<file path="src/rtl/spi_shift_engine.sv">
// SPI master shift engine: one DATA_W-bit word per spi_enable request, all four CPOL/CPHA modes.
// spi_done is the four-phase acknowledge returned to the request side.
//
// state    | meaning
// ---------|---------------------------------------------------------------
// ST_IDLE  | waiting for spi_enable; sclk follows cpol, ss_n high
// ST_SETUP | ss_n low, one half-period before the first SCLK edge
// ST_XFER  | 2*DATA_W SCLK half-periods, shifting MOSI and sampling MISO
// ST_HOLD  | ss_n low, one half-period after the last SCLK edge
// ST_DONE  | spi_done raised, waiting for spi_enable to drop
module spi_shift_engine #(
    parameter int DATA_W = 8,
    parameter int DIV_W  = 8
) (
    input  logic              spi_clk,
    input  logic              preset,
    input  logic              spi_enable,
    input  logic [DATA_W-1:0] tx_data,
    input  logic              cpol,
    input  logic              cpha,
    input  logic [DIV_W-1:0]  clk_div,
    input  logic              miso,
    output logic              sclk,
    output logic              mosi,
    output logic              ss_n,
    output logic [DATA_W-1:0] rx_data,
    output logic              spi_done,
    output logic              busy
);

    localparam int CNT_W = $clog2(2 * DATA_W);
    localparam logic [CNT_W-1:0] LAST_EDGE = CNT_W'(2 * DATA_W - 1);

    localparam logic [2:0] ST_IDLE  = 3'd0;
    localparam logic [2:0] ST_SETUP = 3'd1;
    localparam logic [2:0] ST_XFER  = 3'd2;
    localparam logic [2:0] ST_HOLD  = 3'd3;
    localparam logic [2:0] ST_DONE  = 3'd4;

    logic [2:0]        state;
    logic [DIV_W-1:0]  div_cnt;
    logic [DIV_W-1:0]  div_l;
    logic [CNT_W-1:0]  edge_cnt;
    logic [DATA_W-1:0] tx_sh;
    logic [DATA_W-1:0] rx_sh;
    logic              cpol_l;
    logic              cpha_l;
    logic              half_done;

    assign half_done = (div_cnt == div_l);
    assign busy      = (state != ST_IDLE);

    always_ff @(posedge spi_clk) begin
        if (preset) begin
            state    <= ST_IDLE;
            sclk     <= 1'b0;
            mosi     <= 1'b0;
            ss_n     <= 1'b1;
            rx_data  <= '0;
            spi_done <= 1'b0;
            div_cnt  <= '0;
            div_l    <= '0;
            edge_cnt <= '0;
            tx_sh    <= '0;
            rx_sh    <= '0;
            cpol_l   <= 1'b0;
            cpha_l   <= 1'b0;
        end else begin
            case (state)
                ST_IDLE: begin
                    sclk     <= cpol;
                    ss_n     <= 1'b1;
                    mosi     <= 1'b0;
                    spi_done <= 1'b0;
                    div_cnt  <= '0;
                    edge_cnt <= '0;
                    if (spi_enable) begin
                        tx_sh  <= tx_data;
                        rx_sh  <= '0;
                        cpol_l <= cpol;
                        cpha_l <= cpha;
                        div_l  <= clk_div;
                        state  <= ST_SETUP;
                    end
                end
                ST_SETUP: begin
                    ss_n <= 1'b0;
                    sclk <= cpol_l;
                    if (!cpha_l) mosi <= tx_sh[DATA_W-1];
                    if (half_done) begin
                        div_cnt <= '0;
                        state   <= ST_XFER;
                    end else begin
                        div_cnt <= div_cnt + 1'b1;
                    end
                end
                ST_XFER: begin
                    ss_n <= 1'b0;
                    if (half_done) begin
                        div_cnt  <= '0;
                        sclk     <= ~sclk;
                        edge_cnt <= edge_cnt + 1'b1;
                        // even edge index = leading edge, odd = trailing edge
                        if (!edge_cnt[0]) begin
                            if (cpha_l) begin
                                mosi  <= tx_sh[DATA_W-1];
                                tx_sh <= {tx_sh[DATA_W-2:0], 1'b0};
                            end else begin
                                rx_sh <= {rx_sh[DATA_W-2:0], miso};
                            end
                        end else begin
                            if (cpha_l) begin
                                rx_sh <= {rx_sh[DATA_W-2:0], miso};
                            end else if (edge_cnt != LAST_EDGE) begin
                                mosi  <= tx_sh[DATA_W-2];
                                tx_sh <= {tx_sh[DATA_W-2:0], 1'b0};
                            end
                        end
                        if (edge_cnt == LAST_EDGE) state <= ST_HOLD;
                    end else begin
                        div_cnt <= div_cnt + 1'b1;
                    end
                end
                ST_HOLD: begin
                    ss_n <= 1'b0;
                    sclk <= cpol_l;
                    if (half_done) begin
                        div_cnt <= '0;
                        state   <= ST_DONE;
                    end else begin
                        div_cnt <= div_cnt + 1'b1;
                    end
                end
                ST_DONE: begin
                    ss_n <= 1'b1;
                    sclk <= cpol_l;
                    mosi <= 1'b0;
                    // first DONE cycle publishes the word; afterwards wait for the request to drop
                    if (!spi_done) begin
                        spi_done <= 1'b1;
                        rx_data  <= rx_sh;
                    end else if (!spi_enable) begin
                        spi_done <= 1'b0;
                        state    <= ST_IDLE;
                    end
                end
                default: state <= ST_IDLE;
            endcase
        end
    end

endmodule

</file>
<file path="config.mk">
export PLATFORM = sky130hd
export DESIGN_NAME = spi_shift_engine
export DESIGN_NICKNAME = d
export VERILOG_FILES = /design/src/rtl/spi_shift_engine.sv
export SDC_FILE = /design/constraint.sdc
export NUM_CORES = 1
export LEC_CHECK = 0
export BUFFER_PORTS_ARGS = -buffer_cell sky130_fd_sc_hd__buf_2
export CELL_PAD_IN_SITES_DETAIL_PLACEMENT = 0
export CELL_PAD_IN_SITES_GLOBAL_PLACEMENT = 2
export CORE_ASPECT_RATIO = 0.8
export CORE_UTILIZATION = 33
export CTS_CLUSTER_DIAMETER = 120
export DETAILED_ROUTE_END_ITERATION = 7
export PLACE_DENSITY_LB_ADDON = 0.1
export SLEW_MARGIN = 20
export SYNTH_ARGS = -nofsm -noshare
export SYNTH_HDL_FRONTEND = slang
export SYNTH_SLANG_ARGS = --single-unit
</file>
<file path="constraint.sdc">
create_clock -name spi_clk -period 2.5 [get_ports spi_clk]
set_input_delay 0.25 -clock spi_clk [delete_from_list [all_inputs] [get_ports spi_clk]]
set_output_delay 0.25 -clock spi_clk [all_outputs]
set_load 0.02 [all_outputs]
</file>
==> impl_summary.md <==
Worst setup path
The worst setup path is captured at a register. The setup path with the least slack is of type reg2reg. Of all nets on the critical path, the largest fanout is 18. The worst endpoint data arrival time is 2.34 ns. The launching element type of the critical path is a register. For the worst setup path, the data required time is 2.75 ns.

Floorplan
The top-level I/O count is 35. From left edge to right edge, the die measures 98.1 µm. The die covers 7730 µm². The area of the core is 7030 µm².

The floorplan has 27 rows. The initial utilization of the core area, before any placement, comes to 0.347. The die height is 78.9 µm.

Pwr
The combinational group share of total power is 0.262. Summed over all cells, the static leakage comes to 0.00114 µW. The share of total power dissipated in the clock network is 0.256. The internal power of the cells totals 1300 µW. The share of total power dissipated in sequential elements is 0.482. Across the VDD grid, the largest voltage drop is 0.000249 V. For this design the ratio of total power to cell area is 724 nW/µm².

The post-layout total power is 2020 µW. The switching share of total power is 0.355. The analysis attributes to net switching a power of 717 µW.

Routing
Dividing the detail-routed wire length by the instance count gives 14.7 µm. For this run, design rule violations remaining after detail routing come to 1. The first TritonRoute pass finished after 6 iterations. The routed layout has 2156 vias. The number of antenna-violating nets in the routed design is 0. The via density per instance is 5.21. The post-detailed-routing wire length is 6100 µm.

After the first detailed-routing iteration, the DRC count stood at 96.

Synth
The sequential element share of the synthesized area is 0.436. The synthesized netlist contains 42 unique library cells. The number of synthesis warnings is 0. The synthesized design contains 53 register bits.

The synthesized instance count is 295. Synthesis produced a netlist with a net count of 319. Dividing the synthesized area by the synthesized cell count gives 8.26 µm². The post-synthesis instance area is 2440 µm².

STA
In this run the tightest slew margin relative to its limit is 0.480. Setup violations remaining at the end of the flow were counted as 0. For the pin with the worst max-slew slack, the measured transition is 0.780 ns. The worst path needs 2.09 ns of the cycle, external delays included. The final hold violation count is 0. The setup TNS is 0 ns. The post-route worst hold slack is 0.153 ns. Setup repair after global routing left no endpoint under its margin. The final count of pins violating max slew is 0. Based on the critical path, the design can be clocked at up to 479 MHz. The setup clock skew after layout is 0.0107 ns.

The part of the cycle the worst path needs is 0.834.

Placement
Port buffering added 34 buffers. Once detailed placement completed, the half-perimeter wirelength came to 4270 µm. The congestion estimate from routability-driven global placement came to 0.754. After detailed placement, the total cell area comes to 2700 µm².

Run
The tool flagged a number of max-cap violations equal to 0.

Cells and area
The layout overhead on the synthesized area is 14.5%. The final design area excluding fillers is 2790 µm². For this run, the share of the core covered by cells in the final layout is 0.397. After the last flow step, the layout net total stands at 350. The count of antenna diodes in the layout is 0. Counting the fill cells in the layout gives 755. The share of post-route cells with drive strength above 1 is 0.168.

Status
The run finished, with violations left. The final reports fail on design-rule violations.

Hold path
The tightest min-delay check is of the in2reg type.

Global route
The overall routing resource usage is 0.169. The number of antenna violations at the first check in global routing is 0. Summed over all layers, the global routing overflow is 0.

The global-route wire length before repair is 10200 µm. Entering global routing, the biggest net connects 30 pins. The number of global-route vias before repair is 1972.

Clocking
Clock tree synthesis selected as its root buffer the cell sky130_fd_sc_hd__clkbuf_8. The clock net in this run drives a total of 53 sinks. No sink is reached through more buffers than the 2 on the longest clock path.

The maximum level of the CTS H-tree is 2. The number of clock buffers added by TritonCTS is 5. The clock tree from TritonCTS is done. For the worst-skew pair, the clock arrives at the later sink with an insertion delay of 0.32 ns. The post-CTS resize count is 0.

The clock input transition at the sequential cells of the worst setup and hold paths is 0.11 ns. Post-CTS timing repair inserted 0 buffers for setup. The number of hold buffers added after CTS was 0.
==> final timing paths <==
check / depth (start not counted) / slack (ns) / startpoint / end
setup / recovery: 5 / 0.41 / div_cnt[6] / tx_sh[1]
hold / removal: 2 / 0.15 / miso / rx_sh[0]
setup reg to reg: 5 / 0.41 / div_cnt[6] / tx_sh[1]
hold reg to reg: 2 / 0.46 / rx_sh[7] / rx_data[7]
==> cell families after synthesis <==
group,count (synthesis),synth area share
compound gates,85,0.210
xor+xnor,9,0.0324
fa+ha+maj,2,0.0103
buf+inv,21,0.0324
flops,53,0.436
mux,9,0.0375
simple gates,116,0.242
==> metal layers <==
layer / global-route usage / up-vias / part of all wire
met5: 0 / - / 0
met1: 0.248 / 992 / 0.54
met4: 0.0576 / 0 / 0.013
met2: 0.245 / 44 / 0.41
li1: - / 1111 / -
met3: 0.0326 / 9 / 0.042
==> placed cells by master (no fill, tap or decap), types with 2 or more instances in the layout <==
master and n:
sky130_fd_sc_hd__nand2_1 53, sky130_fd_sc_hd__dfxtp_1 53, sky130_fd_sc_hd__a21oi_1 41, sky130_fd_sc_hd__buf_2 34
sky130_fd_sc_hd__nor2_1 11, sky130_fd_sc_hd__nand3_1 11, sky130_fd_sc_hd__o21ai_1 11, sky130_fd_sc_hd__or3_1 9
sky130_fd_sc_hd__xor2_1 8, sky130_fd_sc_hd__a22o_1 8, sky130_fd_sc_hd__mux2i_1 8, sky130_fd_sc_hd__and3_1 6
sky130_fd_sc_hd__a31oi_1 6, sky130_fd_sc_hd__nor3_1 5, sky130_fd_sc_hd__clkbuf_8 5, sky130_fd_sc_hd__buf_4 5
sky130_fd_sc_hd__inv_1 4, sky130_fd_sc_hd__nor2b_1 4, sky130_fd_sc_hd__o21ai_0 4, sky130_fd_sc_hd__nand2b_1 3
sky130_fd_sc_hd__a211oi_1 3, sky130_fd_sc_hd__o211ai_1 3, sky130_fd_sc_hd__inv_2 2, sky130_fd_sc_hd__nor4_4 2
sky130_fd_sc_hd__and2_1 2, sky130_fd_sc_hd__a22oi_1 2, sky130_fd_sc_hd__nand3b_1 2, sky130_fd_sc_hd__nand4_1 2
sky130_fd_sc_hd__ha_1 2
==> stage by stage <==
step | setup WS, ns | cells
after floorplan | 0.680 | 295
after global placement | 0.521 | 406
after detailed placement | 0.469 | 406
after CTS | 0.426 | 414
after global routing | 0.201 | 414
final | 0.414 | 414
==> power by group through the flow <==
stage          clock network [µW]  registers, µW  logic (µW)
6_report                      516            974         530
5_1_grt                       574            987         598
4_1_cts                       535            975         535
3_5_place_dp                    0            995         531
3_3_place_gp                    0            996         532
2_1_floorplan                   0            971         397
==> final cells by class <==
class	instances	area, µm²	share of cell area
multi-input combinational	221	1300	0.465
timing repair buffer	39	208	0.0744
clock buffer	5	68.8	0.0247
sequential	53	1060	0.380
inverter	6	22.5	0.00807
clock inverter	3	25.0	0.00897
tap	87	109	0.0390
==> state kept, by name, summed over array words and instances, names as in the netlist <==
register,cells
div_cnt,8
div_l,8
rx_sh,8
sclk,1
state,3
rx_data,8
ss_n,1
tx_sh,8
spi_done,1
cpol_l,1
mosi,1
edge_cnt,4
cpha_l,1
==> worst max-delay path, cell delays in order (launching register included) <==
cell and delay (ns):
sky130_fd_sc_hd__dfxtp_1 0.43, sky130_fd_sc_hd__xor2_1 0.13, sky130_fd_sc_hd__nor4_4 0.53, sky130_fd_sc_hd__a21oi_2 0.33, sky130_fd_sc_hd__or3_1 0.44, sky130_fd_sc_hd__a21oi_1 0.15
==> synth_stat cells (all sizes together) <==
library cell  count  share of area
nand4             2         0.0051
a31oi             6          0.015
and2              2         0.0051
o211ai            3         0.0092
a211oi            4          0.014
nor3              5          0.010
o221ai            1         0.0036
a221oi            1         0.0036
a21boi            1         0.0031
nand2b            3         0.0077
xor2              8          0.029
mux2              1         0.0046
nand2            54          0.084
dfxtp            53           0.44
clkbuf           15          0.023
nor3b             2         0.0082
a22o              8          0.029
or3               9          0.023
nand4b            1         0.0036
o211a             1         0.0041
or4               1         0.0031
a21oi            42          0.088
ha                2          0.010
mux2i             8          0.033
nand3            11          0.023
nor4              3          0.020
a22oi             2         0.0062
and3              6          0.015
o21a              1         0.0031
xnor2             1         0.0036
o21ai            15          0.031
nor2b             4          0.010
nand3b            2         0.0062
inv               6         0.0092
nor2             11          0.017
Power figures use the tool's default switching activity.
